## config.mk

```make
export PLATFORM = sky130hd
export DESIGN_NAME = note_scheduler_flat
export DESIGN_NICKNAME = d
export VERILOG_FILES = /design/src/rtl/guitar_pkg.sv /design/src/rtl/note_scheduler_if.sv /design/src/rtl/note_chart_rom.sv /design/src/rtl/note_scheduler.sv /design/src/flat_wrapper.sv
export SDC_FILE = /design/constraint.sdc
export NUM_CORES = 1
export LEC_CHECK = 0
export BUFFER_PORTS_ARGS = -buffer_cell sky130_fd_sc_hd__clkbuf_2
export CORE_UTILIZATION = 58
export DETAILED_ROUTE_END_ITERATION = 6
export GPL_TIMING_DRIVEN = 0
export PLACE_DENSITY = 0.8
export SKIP_CTS_REPAIR_TIMING = 1
export SYNTH_ARGS = -nofsm -noshare
export SYNTH_HDL_FRONTEND = slang
export SYNTH_HIERARCHICAL = 1
export SYNTH_SLANG_ARGS = --single-unit
```

## constraint.sdc

```tcl
create_clock -name clk -period 3.76 [get_ports clk]
set_input_delay 0.376 -clock clk [delete_from_list [all_inputs] [get_ports clk]]
set_output_delay 0.376 -clock clk [all_outputs]
set_load 0.05 [all_outputs]
```

## src/rtl/guitar_pkg.sv

```systemverilog
// Shared game-level definitions for the falling-note game.
package guitar_pkg;

  // Game-state encoding, also decoded by the VGA display logic.
  typedef enum logic [1:0] {
    GS_TITLE = 2'b00,
    GS_PLAY  = 2'b01,
    GS_OVER  = 2'b10
  } game_state_t;

  localparam int NUM_LANES_DEF = 4;
  localparam int SCORE_W       = 16;
  localparam int MISS_W        = 4;
  localparam int SPEED_W       = 50;

endpackage

```

## src/rtl/note_scheduler_if.sv

```systemverilog
// Signals between the switches/lane array and the note scheduler.
interface note_scheduler_if #(
  parameter int NUM_LANES = guitar_pkg::NUM_LANES_DEF
);
  logic                            StartSwitch;
  logic [NUM_LANES-1:0]            point_in;
  logic [NUM_LANES-1:0]            gone_in;
  logic [NUM_LANES-1:0]            spawn;
  logic [NUM_LANES-1:0]            lane_busy;
  logic [guitar_pkg::SPEED_W-1:0]  speedshift;
  logic [guitar_pkg::SCORE_W-1:0]  score;
  logic [guitar_pkg::MISS_W-1:0]   miss_count;
  logic [1:0]                      gamestate;

  // Game glue and lanes drive requests/events and consume the schedule.
  modport master (
    output StartSwitch, point_in, gone_in,
    input  spawn, lane_busy, speedshift, score, miss_count, gamestate
  );

  // The scheduler itself.
  modport slave (
    input  StartSwitch, point_in, gone_in,
    output spawn, lane_busy, speedshift, score, miss_count, gamestate
  );
endinterface

```

## src/rtl/note_chart_rom.sv

```systemverilog
// Fixed note chart: 16 base patterns, rotated by one lane per 16-entry block
// so that consecutive passes through the base table differ. Read latency is
// one cycle; the address is held for a whole beat so the data is settled
// well before it is used.
module note_chart_rom #(
  parameter int CHART_LEN = 64,
  parameter int NUM_LANES = 4
) (
  input  logic                         clk,
  input  logic [$clog2(CHART_LEN)-1:0] addr,
  output logic [NUM_LANES-1:0]         data
);
  localparam int IDX_W = $clog2(CHART_LEN);

  function automatic logic [3:0] base_pattern(input logic [3:0] i);
    case (i)
      4'd0:    return 4'b0101;
      4'd1:    return 4'b0001;
      4'd2:    return 4'b0010;
      4'd3:    return 4'b1000;
      4'd4:    return 4'b0100;
      4'd5:    return 4'b0011;
      4'd6:    return 4'b1100;
      4'd7:    return 4'b0000;
      4'd8:    return 4'b1001;
      4'd9:    return 4'b0110;
      4'd10:   return 4'b1111;
      4'd11:   return 4'b0001;
      4'd12:   return 4'b1010;
      4'd13:   return 4'b0100;
      4'd14:   return 4'b0010;
      default: return 4'b1000;
    endcase
  endfunction

  function automatic logic [NUM_LANES-1:0] chart_word(input logic [IDX_W-1:0] a);
    logic [31:0]          ai;
    logic [3:0]           b;
    logic [NUM_LANES-1:0] w;
    logic [NUM_LANES-1:0] r;
    int                   sh;
    ai = {{(32-IDX_W){1'b0}}, a};
    b  = base_pattern(ai[3:0]);
    sh = int'((ai >> 4) % NUM_LANES);
    w  = '0;
    r  = '0;
    for (int i = 0; i < NUM_LANES; i++) w[i] = b[i % 4];
    for (int i = 0; i < NUM_LANES; i++) r[(i + sh) % NUM_LANES] = w[i];
    return r;
  endfunction

  // Registered table lookup.
  always_ff @(posedge clk) begin
    data <= chart_word(addr);
  end
endmodule

```

## src/rtl/note_scheduler.sv

```systemverilog
// Game-level controller: TITLE/PLAY/OVER machine, beat-timed chart playback
// with per-lane spawn pulses, lane ownership tracking, score/miss counting
// and the fall-speed ramp.
//
// state | meaning
// TITLE | idle on title screen, waiting for StartSwitch
// PLAY  | chart running, hits and misses counted
// OVER  | miss limit reached, final values held until StartSwitch drops
module note_scheduler
  import guitar_pkg::*;
#(
  parameter int NUM_LANES  = NUM_LANES_DEF,
  parameter int BEAT_TICKS = 12500000,
  parameter int CHART_LEN  = 64,
  parameter int MAX_MISSES = 8,
  parameter int SPEED_STEP = 2000,
  parameter int SPEED_MAX  = 150000
) (
  input  logic            clk,
  input  logic            reset,
  note_scheduler_if.slave bus
);
  localparam int IDX_W  = $clog2(CHART_LEN);
  localparam int BEAT_W = $clog2(BEAT_TICKS);
  localparam int CNT_W  = $clog2(NUM_LANES + 1);
  localparam logic [BEAT_W-1:0]  BEAT_LAST  = BEAT_W'(BEAT_TICKS - 1);
  localparam logic [MISS_W-1:0]  MISS_LIMIT = MISS_W'(MAX_MISSES);
  localparam logic [SPEED_W-1:0] SPEED_INC  = SPEED_W'(SPEED_STEP);
  localparam logic [SPEED_W-1:0] SPEED_CAP  = SPEED_W'(SPEED_MAX);

  game_state_t state_q, state_d;

  logic [BEAT_W-1:0]    beat_cnt;
  logic [IDX_W-1:0]     chart_idx;
  logic [NUM_LANES-1:0] chart_mask;
  logic [NUM_LANES-1:0] spawn_q, busy_q, gone_q, gone_rise;
  logic [NUM_LANES-1:0] point_now, gone_now;
  logic [SCORE_W-1:0]   score_q, score_nxt;
  logic [SCORE_W-5:0]   score_hi_prev;
  logic [MISS_W-1:0]    miss_q, miss_nxt;
  logic [SPEED_W-1:0]   speed_q, speed_nxt;
  logic [SCORE_W:0]     score_sum;
  logic [MISS_W:0]      miss_sum;
  logic [SPEED_W:0]     speed_sum;
  logic [CNT_W-1:0]     hits, misses;
  logic                 in_play, enter_play, stay_play, beat_tick, score_up;

  function automatic logic [CNT_W-1:0] popcnt(input logic [NUM_LANES-1:0] v);
    logic [CNT_W-1:0] c;
    c = '0;
    for (int i = 0; i < NUM_LANES; i++) c = c + CNT_W'(v[i]);
    return c;
  endfunction

  assign point_now = bus.point_in;
  assign gone_now  = bus.gone_in;
  assign gone_rise = gone_now & ~gone_q;

  note_chart_rom #(
    .CHART_LEN (CHART_LEN),
    .NUM_LANES (NUM_LANES)
  ) u_chart_rom (
    .clk  (clk),
    .addr (chart_idx),
    .data (chart_mask)
  );

  // Game state register.
  always_ff @(posedge clk) begin
    if (reset) state_q <= GS_TITLE;
    else       state_q <= state_d;
  end

  // Next-state decode; a player quitting takes priority over the miss limit.
  always_comb begin
    state_d = state_q;
    case (state_q)
      GS_TITLE: if (bus.StartSwitch) state_d = GS_PLAY;
      GS_PLAY: begin
        if (!bus.StartSwitch)          state_d = GS_TITLE;
        else if (miss_q >= MISS_LIMIT) state_d = GS_OVER;
      end
      GS_OVER:  if (!bus.StartSwitch) state_d = GS_TITLE;
      default:  state_d = GS_TITLE;
    endcase
    in_play    = (state_q == GS_PLAY);
    enter_play = !in_play && (state_d == GS_PLAY);
    stay_play  = in_play && (state_d == GS_PLAY);
    beat_tick  = in_play && (beat_cnt == BEAT_LAST);
  end

  // Saturating score, miss and speed arithmetic.
  always_comb begin
    hits      = popcnt(point_now);
    misses    = popcnt(gone_rise);
    score_sum = {1'b0, score_q} + (SCORE_W+1)'(hits);
    score_nxt = score_sum[SCORE_W] ? '1 : score_sum[SCORE_W-1:0];
    miss_sum  = {1'b0, miss_q} + (MISS_W+1)'(misses);
    miss_nxt  = (miss_sum >= {1'b0, MISS_LIMIT}) ? MISS_LIMIT : miss_sum[MISS_W-1:0];
    speed_sum = {1'b0, speed_q} + {1'b0, SPEED_INC};
    speed_nxt = (speed_sum > {1'b0, SPEED_CAP}) ? SPEED_CAP : speed_sum[SPEED_W-1:0];
    score_up  = score_q[SCORE_W-1:4] > score_hi_prev;
  end

  // Beat counter and chart position; both frozen outside PLAY.
  always_ff @(posedge clk) begin
    if (reset || enter_play) begin
      beat_cnt  <= '0;
      chart_idx <= '0;
    end else if (in_play) begin
      if (beat_cnt == BEAT_LAST) begin
        beat_cnt  <= '0;
        chart_idx <= chart_idx + 1'b1;
      end else begin
        beat_cnt <= beat_cnt + 1'b1;
      end
    end
  end

  // Spawn pulse on a beat tick, skipping busy lanes and any tick on which
  // the game is leaving PLAY.
  always_ff @(posedge clk) begin
    if (reset)                       spawn_q <= '0;
    else if (beat_tick && stay_play) spawn_q <= chart_mask & ~busy_q;
    else                             spawn_q <= '0;
  end

  // Lane ownership (spawn beats a same-cycle clear) and gone_in edge history.
  always_ff @(posedge clk) begin
    if (reset || enter_play) begin
      busy_q <= '0;
      gone_q <= '0;
    end else begin
      busy_q <= (busy_q & ~(point_now | gone_rise)) | spawn_q;
      gone_q <= gone_now;
    end
  end

  // Score and miss counters, live only during PLAY.
  always_ff @(posedge clk) begin
    if (reset || enter_play) begin
      score_q <= '0;
      miss_q  <= '0;
    end else if (in_play) begin
      score_q <= score_nxt;
      miss_q  <= miss_nxt;
    end
  end

  // Speed ramp: one step each time the score passes a multiple of 16.
  always_ff @(posedge clk) begin
    if (reset || enter_play) begin
      speed_q       <= '0;
      score_hi_prev <= '0;
    end else begin
      score_hi_prev <= score_q[SCORE_W-1:4];
      if (score_up) speed_q <= speed_nxt;
    end
  end

  assign bus.spawn      = spawn_q;
  assign bus.lane_busy  = busy_q;
  assign bus.speedshift = speed_q;
  assign bus.score      = score_q;
  assign bus.miss_count = miss_q;
  assign bus.gamestate  = state_q;
endmodule
```

## src/flat_wrapper.sv

```systemverilog
// flat-port wrapper written by rule: the top's interface ports become plain ports
module note_scheduler_flat import guitar_pkg::*;
#(
  parameter int NUM_LANES  = NUM_LANES_DEF,
  parameter int BEAT_TICKS = 12500000,
  parameter int CHART_LEN  = 64,
  parameter int MAX_MISSES = 8,
  parameter int SPEED_STEP = 2000,
  parameter int SPEED_MAX  = 150000
)
  (clk, reset, bus_StartSwitch, bus_point_in, bus_gone_in, bus_spawn, bus_lane_busy, bus_speedshift, bus_score, bus_miss_count, bus_gamestate);
  note_scheduler_if #(.NUM_LANES(NUM_LANES)) bus_i ();
  input  logic clk;
  input  logic reset;
  input wire logic [$bits(bus_i.StartSwitch)-1:0] bus_StartSwitch;
  input wire logic [$bits(bus_i.point_in)-1:0] bus_point_in;
  input wire logic [$bits(bus_i.gone_in)-1:0] bus_gone_in;
  output wire logic [$bits(bus_i.spawn)-1:0] bus_spawn;
  output wire logic [$bits(bus_i.lane_busy)-1:0] bus_lane_busy;
  output wire logic [$bits(bus_i.speedshift)-1:0] bus_speedshift;
  output wire logic [$bits(bus_i.score)-1:0] bus_score;
  output wire logic [$bits(bus_i.miss_count)-1:0] bus_miss_count;
  output wire logic [$bits(bus_i.gamestate)-1:0] bus_gamestate;
  assign bus_i.StartSwitch = bus_StartSwitch;
  assign bus_i.point_in = bus_point_in;
  assign bus_i.gone_in = bus_gone_in;
  assign bus_spawn = bus_i.spawn;
  assign bus_lane_busy = bus_i.lane_busy;
  assign bus_speedshift = bus_i.speedshift;
  assign bus_score = bus_i.score;
  assign bus_miss_count = bus_i.miss_count;
  assign bus_gamestate = bus_i.gamestate;
  note_scheduler #(.NUM_LANES(NUM_LANES), .BEAT_TICKS(BEAT_TICKS), .CHART_LEN(CHART_LEN), .MAX_MISSES(MAX_MISSES), .SPEED_STEP(SPEED_STEP), .SPEED_MAX(SPEED_MAX)) u_core (.clk(clk), .reset(reset), .bus(bus_i));
endmodule
```

==> flow_summary_export.csv, run 1 <==
group,metric,value,unit
grt,grt_usage,0.290,
placed_design,place_congestion,0.898,
worst_setup_path,path_depth,10,
worst_setup_path,worstPathCellList,"ha_1 -> nor3_2 -> a211oi_1 -> buf_2 -> nand4_1 -> mux2i_1 -> o21ai_0 -> nor4_4 -> nand3b_2 -> o221a_1",
die,ios,91,
logic_synthesis,avgSynthCellArea,8.71,um^2
die,dieArea,12000,um^2
logic_synthesis,synth_warnings,6,
hold_path,min_to,"u_core/gone_q[1]$_SDFF_PP0_",
finish,final_common_cell,"dfxtp_1",
clock_network,insertion_delay,0.41,ns
worst_setup_path,crit_path_start_kind,"flip-flop",
worst_setup_path,cp.arrival,3.80,ns
finish,drive_gt1_frac,0.169,
clock_network,cts_root_buffer,"clkbuf_16",
logic_synthesis,synth.ff_latch_count,126,
finish,final_cell_mix,"dfxtp_1, clkbuf_2, nand2_1, nor2_1, and3_1",
finish,antennaDiodeCount,0,
worst_setup_path,required,4.05,ns
pwr,fin_total_pwr,2.94,mW
grt,grt.overflow.total,0,
timing,setup_viol,0,
clock_network,path_clk_slew,0.05,ns
finish,nNetsFinal,920,
clock_network,cts_tree,"yes",
drt,vias,6236,
timing,relSlewSlack,0.363,
clock_network,numCtsBuffers,17,
pwr,clkPwrFrac,0.502,
die,start_util,0.608,
logic_synthesis,netlist_area,6730,um^2
timing,clock.fmax,286,MHz
logic_synthesis,async_flop_share,0,
worst_setup_path,slowest_delay,0.54,ns
clock_network,h-tree-depth,4,
logic_synthesis,synth.distinct_cells,73,
timing,post-route-period-util,0.931,
drt,drc,0,
worst_setup_path,end_kind,"flip-flop",
drt,wl_per_cell,16.4,um
outcome,status,"finished, final reports clean",
placed_design,port_buffers,86,
worst_setup_path,critical_path_class,"reg2reg",
timing,finalHoldViolCount,0,
worst_setup_path,rr_endpoint,"u_core/bus.speedshift[14]$_SDFFE_PP0N_",
die,coreArea,11100,um^2
pwr,power_leakage,3.24,nW
worst_setup_path,crit_family,"simple AND/OR/NAND/NOR gates",
hold_path,min_from,"bus_gone_in[1]",
die,die_h,110,um
pwr,powerDensity,374,nW/um^2
hold_path,worstHoldPathType,"in2reg",
drt,drt_iter0_drc,594,
worst_setup_path,crit-reg2reg-launch,"u_core/bus.speedshift[5]$_SDFFE_PP0N_",
timing,clock_skew,0.00536,ns
clock_network,clkSinkCount,126,
drt,detailedRoute.firstPassIterationCount,6,
timing,slew_violations,0,
grt,antenna_found_initial,0,
worst_setup_path,r2r_cells,10,
worst_setup_path,critPathLaunch,"u_core/bus.speedshift[5]$_SDFFE_PP0N_",
die,num_rows,38,
drt,ant_nets,0,
drt,wl,16800,um
pwr,swShare,0.208,
pwr,ir_drop,0.000356,V
grt,grt_pass1_vias,5617,
pwr,p_comb_frac,0.040,
worst_setup_path,critPathBufInv,1,
worst_setup_path,critPathMaxFanout,10,
hold_path,hold_depth,2,
logic_synthesis,netlist_instances,773,
job,max_cap_viol_count,0,
timing,post-route-min-period,3.50,ns
grt,grt_pass1_wl,27000,um
pwr,p_sw,0.613,mW
clock_network,cts_buffer_depth,2,
logic_synthesis,synth_edf_count,0,
timing,worstMarginPinSlew,0.947,ns
pwr,pwr-share-seq,0.458,
grt,grt_max_degree,17,
drt,vias_per_cell,6.07,
logic_synthesis,synth_flop_cell,"dfxtp_1",
worst_setup_path,cpMaxStageDelayCell,"dfxtp_1",
worst_setup_path,ff2ff_setup_slack,0.26,ns
die,die_w,110,um
timing,grt_setup_unrepaired,"false",
logic_synthesis,ys_seq_area_frac,0.375,
pwr,internal_power,2.33,mW
timing,setup_tns,0,ns
placed_design,dp_hpwl,12000,um
finish,area_delta_synth_final,17.1,%
-- metrics by stage --
step            util  std cells  hold slack [ns]  worst slack, ns  cell area [um^2]
2_1_floorplan      -        776            0.442            0.616              6740
3_3_place_gp   0.663       1002            0.432            0.411              7350
3_5_place_dp   0.663       1002            0.431            0.351              7350
4_1_cts        0.711       1028            0.176            0.383              7880
5_1_grt        0.711       1028            0.187           0.0963              7880
6_report       0.711       1028            0.193            0.258              7880
-- Yosys cell counts (7+ instances only) --
library cell / count / area share
nand4_1: 24 / 0.022
or3_1: 10 / 0.0093
nor2_1: 62 / 0.035
o21a_1: 9 / 0.010
nor4_1: 11 / 0.010
and3_1: 51 / 0.047
ha_1: 22 / 0.041
a21oi_1: 31 / 0.023
nand2b_1: 10 / 0.0093
o21ai_0: 12 / 0.0089
and4_1: 8 / 0.010
nand2_1: 66 / 0.037
nor3_1: 11 / 0.0082
nand3_1: 36 / 0.027
xnor2_1: 24 / 0.031
nor2b_1: 14 / 0.013
clkbuf_1: 24 / 0.013
a211oi_1: 7 / 0.0078
inv_1: 25 / 0.014
dfxtp_1: 126 / 0.37
buf_2: 8 / 0.0059
xor2_1: 31 / 0.040
nor3b_1: 11 / 0.012
and2_1: 20 / 0.019
a31oi_1: 16 / 0.015
-- routing by layer --
metal / part of all wire / GRT usage / vias to the layer above / routed length [um]
li1: - / - / 2981 / -
met1: 0.44 / 0.373 / 2970 / 7350
met2: 0.48 / 0.464 / 247 / 8030
met3: 0.068 / 0.0717 / 38 / 1150
met4: 0.018 / 0.118 / 0 / 298
met5: 0 / 0 / - / 0
-- area by class of cell --
type                       count  area [um^2]
multi-input combinational    582         3900
clock inverter                 2         35.0
clock buffer                  24          492
timing repair buffer          86          430
fill                         857         3200
tap                          140          175
inverter                      25         93.8
buffer                        43          231
sequential                   126         2520
-- sequential cells by signal, summed over array words and instances (netlist names) --
signal,count
u_core/beat_cnt,24
u_core/bus.spawn,4
u_core/bus.miss_count,4
u_core/score_hi_prev,12
u_core/chart_idx,6
u_core/bus.score,16
u_core/bus.gamestate,2
u_core/gone_q,4
u_core/bus.speedshift,46
u_core/bus.lane_busy,4
u_core/u_chart_rom/data,4
-- cells by family (layout without fill, tap and decap cells) --
kind of cell             after synthesis  in the layout  synth area share
XOR/XNOR                              55             55            0.0715
multiplexers                           7              7            0.0123
AND/OR/NAND/NOR                      358            358             0.296
flip-flops                           126            126             0.375
AO/OA/AOI/OAI                        130            130             0.138
other                                  1              4          0.000557
buffers and inverters                 68            180            0.0483
adder cells (fa/ha/maj)               28             28            0.0587
-- how the worst max path moves through the flow --
stage / endpoint / slack (ns)
6_report: u_core/bus.speedshift[14]$_SDFFE_PP0N_ / 0.26
5_1_grt: u_core/bus.speedshift[7]$_SDFFE_PP0N_ / 0.1
4_1_cts: u_core/bus.speedshift[7]$_SDFFE_PP0N_ / 0.38
3_5_place_dp: u_core/bus.score[7]$_SDFFE_PP0P_ / 0.35
3_3_place_gp: u_core/bus.speedshift[7]$_SDFFE_PP0N_ / 0.41
2_1_floorplan: u_core/bus.speedshift[7]$_SDFFE_PP0N_ / 0.62
-- power by group through the flow --
stage	clock network (mW)	logic, mW	registers (mW)
4_1_cts	1.50	0.116	1.35
6_report	1.48	0.116	1.35
3_5_place_dp	0	0.115	1.38
5_1_grt	1.56	0.128	1.35
2_1_floorplan	0	0.0683	1.39
3_3_place_gp	0	0.110	1.38
Power figures use the tool's default switching activity.
==> run 2: changes to the inputs <==
Clock period 3.76 ns to 3.6 ns, I/O delays scaled along.
==> run 2 against run 1 <==
Clock power up 5%. Final area about the same. Critical path depth grew 1. Flip-flop and latch count unchanged. Sequential share of layout area is essentially flat. Global-route usage unchanged. Wire length barely moved. Sequential power is 4% higher. Largest cell class unchanged. Highest routed layer unchanged.
==> flow_summary_export.csv, run 2 (same netlist as run 1, synthesis figures left out) <==
group,metric,value,unit
timing,clock_skew,0.00595,ns
clock_network,cts_root_buffer,"clkbuf_16",
finish,largest_reg_flops,46,
drt,wl,16800,um
pwr,p_comb_frac,0.039,
drt,vias,6218,
die,start_util,0.608,
placed_design,place_congestion,0.898,
drt,ant_nets,0,
grt,grt_pass1_wl,27000,um
clock_network,numCtsBuffers,17,
pwr,power_leakage,3.24,nW
die,die_w,110,um
clock_network,clkSinkCount,126,
grt,gr-usage-met1,0.373,
worst_setup_path,required,3.89,ns
timing,relSlewSlack,0.363,
drt,vias_per_cell,6.05,
timing,slew_violations,0,
timing,post-route-min-period,3.41,ns
pwr,powerDensity,390,nW/um^2
grt,grt.met3_usage,0.0717,
clock_network,h-tree-depth,4,
grt,grt.overflow.total,0,
clock_network,path_clk_slew,0.05,ns
timing,setup_viol,0,
timing,setup_tns,0,ns
finish,antennaDiodeCount,0,
grt,grt_usage,0.290,
drt,drc,0,
pwr,pwr-share-seq,0.458,
worst_setup_path,critPathMaxFanout,10,
placed_design,port_buffers,86,
hold_path,hold_depth,2,
timing,finalHoldViolCount,0,
timing,post-route-period-util,0.948,
drt,drt_iter0_drc,576,
worst_setup_path,crit_path_start_kind,"flip-flop",
pwr,swShare,0.208,
timing,grt_setup_unrepaired,"false",
die,coreArea,11100,um^2
drt,detailedRoute.firstPassIterationCount,6,
die,die_h,110,um
clock_network,insertion_delay,0.41,ns
grt,busiest_layer,"met2",
pwr,internal_power,2.43,mW
finish,final_cell_mix,"dfxtp_1, clkbuf_2, nand2_1, nor2_1, and3_1",
outcome,status,"finished, final reports clean",
timing,clock.fmax,293,MHz
pwr,clkPwrFrac,0.502,
grt,grt_pass1_vias,5617,
drt,wl_per_cell,16.4,um
worst_setup_path,r2r_cells,11,
die,dieArea,12000,um^2
worst_setup_path,cp.arrival,3.71,ns
pwr,p_sw,0.641,mW
finish,final_common_cell,"dfxtp_1",
grt,grt_max_degree,17,
finish,nNetsFinal,920,
worst_setup_path,critical_path_class,"reg2reg",
clock_network,cts_buffer_depth,2,
timing,worstMarginPinSlew,0.947,ns
hold_path,worstHoldPathType,"in2reg",
worst_setup_path,end_kind,"flip-flop",
grt,antenna_found_initial,0,
die,ios,91,
finish,fin_util,0.712,
finish,drive_gt1_frac,0.170,
grt,grt_use_met2,0.464,
placed_design,dp_hpwl,12000,um
pwr,ir_drop,0.000371,V
clock_network,cts_tree,"yes",
die,num_rows,38,
job,max_cap_viol_count,0,
finish,area_delta_synth_final,17.1,%
[run 2: cell counts in the layout (fill, tap and decap cells not counted)]
No cell type changed its count.
[run 2: metal layers]
layer  up-vias  share of wire  routed length (um)
li1       2980              -                   -
met1      2980           0.44                7380
met2       224           0.48                8060
met5         -              0                   0
met3        34          0.065                1090
met4         0          0.017                 289
[run 2: path summary, 6_finish.rpt]
check	start	end	slack, ns
setup / recovery	u_core/bus.speedshift[5]$_SDFFE_PP0N_	u_core/bus.speedshift[7]$_SDFFE_PP0N_	0.19
hold / removal	bus_gone_in[1]	u_core/gone_q[1]$_SDFF_PP0_	0.18
setup reg to reg	u_core/bus.speedshift[5]$_SDFFE_PP0N_	u_core/bus.speedshift[7]$_SDFFE_PP0N_	0.19
hold reg to reg	u_core/bus.lane_busy[0]$_SDFF_PP0_	u_core/bus.spawn[0]$_SDFF_PP0_	0.44
[run 2: stage by stage]
step           instances  cell area [um^2]  hold slack, ns  power [mW]  worst slack [ns]
2_1_floorplan        776              6740           0.442        1.52             0.456
3_3_place_gp        1002              7350           0.432        1.55             0.251
3_5_place_dp        1002              7350           0.431        1.56             0.207
4_1_cts             1028              7880           0.160        3.09             0.223
5_1_grt             1028              7880           0.171        3.17           0.00901
6_report            1028              7880           0.176        3.08             0.186
[run 2: power by group through the flow]
stage	combinational, mW	clock [mW]	sequential [mW]
6_report	0.121	1.55	1.41
5_1_grt	0.134	1.63	1.41
4_1_cts	0.121	1.56	1.41
3_5_place_dp	0.120	0	1.44
3_3_place_gp	0.115	0	1.44
2_1_floorplan	0.0713	0	1.45
[run 2: critical path, cell delays in order, from the launching register on]
cell and delay [ns]:
dfxtp_1 0.55, ha_2 0.36, nor3_2 0.09, a211oi_1 0.40
buf_2 0.31, nand4_1 0.14, mux2i_1 0.24, o21ai_0 0.18
nor4_4 0.50, buf_6 0.22, a31oi_1 0.09, o221a_1 0.23
[run 2: layout make-up]
type	instances	area, um^2
multi-input cells	582	3900
fillers	856	3190
flip-flops and latches	126	2520
clock buffers	24	492
repair buffers	86	430
plain buffers	43	231
well taps	140	175
inverters	25	93.8
clock inverters	2	35.0
==> run 3: changes to the inputs <==
Settings changed: SYNTH_HIERARCHICAL 1 to unset.
==> run 3 against run 2 <==
Count of clock-buffer cells in the layout is 4 lower. Die area rose by 0.44%. Clock power rose by 13%. Global-route usage fell by 0.86 points. Fmax up 2.7%. Wire length decreased by 3.8%. Combinational power up 13%. Hold slack lost 0.024 ns. Register-to-register slack better by 0.09 ns. Non-clock buffer count decreased by 6. Largest cell class unchanged.
==> flow_summary_export.csv, run 3 <==
group,metric,value,unit
placed_design,post-place-ws,0.201,ns
worst_setup_path,end_kind,"flip-flop",
logic_synthesis,synth-compound-area-share,0.141,
clock_network,numCtsBuffers,17,
logic_synthesis,yosys.area.top_type,"dfxtp_1",
pwr,power_leakage,3.22,nW
timing,worstMarginPinSlew,0.687,ns
clock_network,cts_buffer_depth,2,
drt,vias_per_cell,5.86,
drt,vias,5946,
finish,final_cell_mix,"dfxtp_1, clkbuf_2, nor2_1, nand2_1, and2_1",
timing,whs,0.151,ns
finish,nNetsFinal,904,
logic_synthesis,netlist_area,6760,um^2
placed_design,place_inst,983,
finish,antennaDiodeCount,0,
timing,post-route-min-period,3.33,ns
clock_network,insertion_delay,0.43,ns
drt,wl_per_cell,15.9,um
finish,fin_area,7990,um^2
drt,detailedRoute.firstPassIterationCount,5,
timing,grt_setup_unrepaired,"false",
die,die_h,110,um
pwr,fin_total_pwr,3.34,mW
finish,largest_reg_flops,46,
die,start_util,0.595,
clock_network,cts_root_buffer,"clkbuf_16",
logic_synthesis,synth-xor-area-share,0.0635,
worst_setup_path,cpMaxStageDelayCell,"dfxtp_1",
worst_setup_path,required,3.91,ns
logic_synthesis,synth_top_area_share,0.385,
logic_synthesis,synth_flop_cell,"dfxtp_1",
job,max_cap_viol_count,0,
logic_synthesis,synth-simple-area-share,0.261,
logic_synthesis,synth_edf_count,0,
logic_synthesis,synth.area.mux_share,0.0333,
worst_setup_path,slowest_delay,0.55,ns
logic_synthesis,synth_warnings,0,
die,coreArea,11400,um^2
placed_design,placed_cell_area,7380,um^2
clock_network,path_clk_slew,0.06,ns
logic_synthesis,synth.distinct_cells,66,
grt,grt_max_degree,17,
outcome,status,"finished, final reports clean",
placed_design,dp_hpwl,11800,um
logic_synthesis,yosysMostFrequentCell,"dfxtp_1",
drt,drc,0,
finish,fillCellCount,897,
worst_setup_path,worstPathCellList,"ha_1 -> nor3_2 -> a21oi_2 -> nand4_1 -> o21a_1 -> nor4_2 -> nand4_2 -> buf_6 -> a2111oi_2 -> nor2_1",
worst_setup_path,critical_path_class,"reg2reg",
timing,setup_viol,0,
logic_synthesis,async_flop_share,0,
logic_synthesis,synth.ff_latch_count,130,
drt,drt_iter0_drc,550,
finish,area_delta_synth_final,18.1,%
placed_design,port_buffers,86,
clock_network,cts_tree,"yes",
finish,fin_util,0.703,
timing,post-route-period-util,0.924,
grt,grt_pass1_wl,26100,um
timing,slew_violations,0,
drt,ant_nets,0,
timing,setup_tns,0,ns
hold_path,worstHoldPathType,"in2reg",
grt,grt.overflow.total,0,
logic_synthesis,ys_top_cells_by_count,"dfxtp_1, nor2_1, and2_1, nand2_1, nand3_1",
grt,grt_pass1_vias,5489,
clock_network,h-tree-depth,4,
placed_design,place_congestion,0.924,
grt,grt_usage,0.281,
clock_network,clkSinkCount,130,
die,die_w,110,um
logic_synthesis,avgSynthCellArea,9.00,um^2
die,num_rows,39,
timing,relSlewSlack,0.540,
timing,finalHoldViolCount,0,
logic_synthesis,synth_top_family_by_area,"simple AND/OR/NAND/NOR gates",
drt,wl,16200,um
logic_synthesis,ys_seq_area_frac,0.385,
logic_synthesis,synthAdderAreaFrac,0.0673,
timing,clock.fmax,301,MHz
die,ios,91,
finish,final_common_cell,"dfxtp_1",
pwr,ir_drop,0.000432,V
grt,antenna_found_initial,0,
timing,timing.final.ws_setup,0.275,ns
worst_setup_path,critPathMaxFanout,10,
worst_setup_path,cp.arrival,3.64,ns
die,dieArea,12100,um^2
worst_setup_path,crit_path_start_kind,"flip-flop",
logic_synthesis,ys_top_cells_by_area,"dfxtp_1, ha_1, and2_1",
timing,clock_skew,0.00679,ns
finish,instances_no_fill,1015,
pwr,powerDensity,418,nW/um^2
finish,drive_gt1_frac,0.189,
logic_synthesis,netlist_instances,751,
run 3: cell count changes after synthesis, moves of 8 or more:
cell	before	now
a2111oi_2	0	8
clkbuf_1	24	14
inv_1	25	35
and3_1	51	11
nand2_1	66	47
and2_1	20	47
nor3_1	11	21
ha_1	22	30
run 3: kinds of logic after synthesis:
kind of cell	after synthesis
compound gates	124
xor+xnor	49
fa+ha+maj	34
buf+inv	73
flops	130
mux	15
other cells	1
simple gates	325
run 3: worst paths after layout:
check / from / end / slack (ns) / cells after the start
worst max register to register: u_core.bus.speedshift[5]$_SDFFE_PP0N_ / u_core.bus.speedshift[8]$_SDFFE_PP0N_ / 0.27 / 10
worst min register to register: u_core.u_chart_rom.data[2]$_DFF_P_ / u_core.bus.spawn[2]$_SDFF_PP0_ / 0.46 / 1
worst max-delay path: u_core.bus.speedshift[5]$_SDFFE_PP0N_ / u_core.bus.speedshift[8]$_SDFFE_PP0N_ / 0.27 / 10
worst min-delay path: bus_gone_in[1] / u_core.gone_q[1]$_SDFF_PP0_ / 0.15 / 2
run 3: cell type report:
class	count	area, um^2	area share
inverters	36	135	0.0169
repair buffers	86	430	0.0539
clock inverters	12	158	0.0197
multi-input cells	551	3840	0.481
clock buffers	20	447	0.0559
plain buffers	37	196	0.0246
well taps	143	179	0.0224
flip-flops and latches	130	2600	0.326
run 3: power breakdown:
group	total [mW]	internal, mW	switching, mW
Clock	1.75	1.11	0.647
Sequential	1.45	1.45	0.00600
Combinational	0.137	0.0408	0.0966
Total	3.34	2.59	0.750
run 3: layer usage:
| metal | GRT usage | vias up | part of all wire |
|---|---|---|---|
| met2 | 0.465 | 176 | 0.49 |
| met3 | 0.0641 | 35 | 0.056 |
| met1 | 0.350 | 2847 | 0.44 |
| met5 | 0 | - | 0 |
| met4 | 0.124 | 0 | 0.021 |
| li1 | - | 2888 | - |
run 3: worst max-delay path, delay by kind of cell (launching register included):
family          cells  cell delay [ns]
buf+inv             1             0.22
fa+ha+maj           1             0.41
flops               1             0.55
compound gates      3             1.01
simple gates        5             1.02
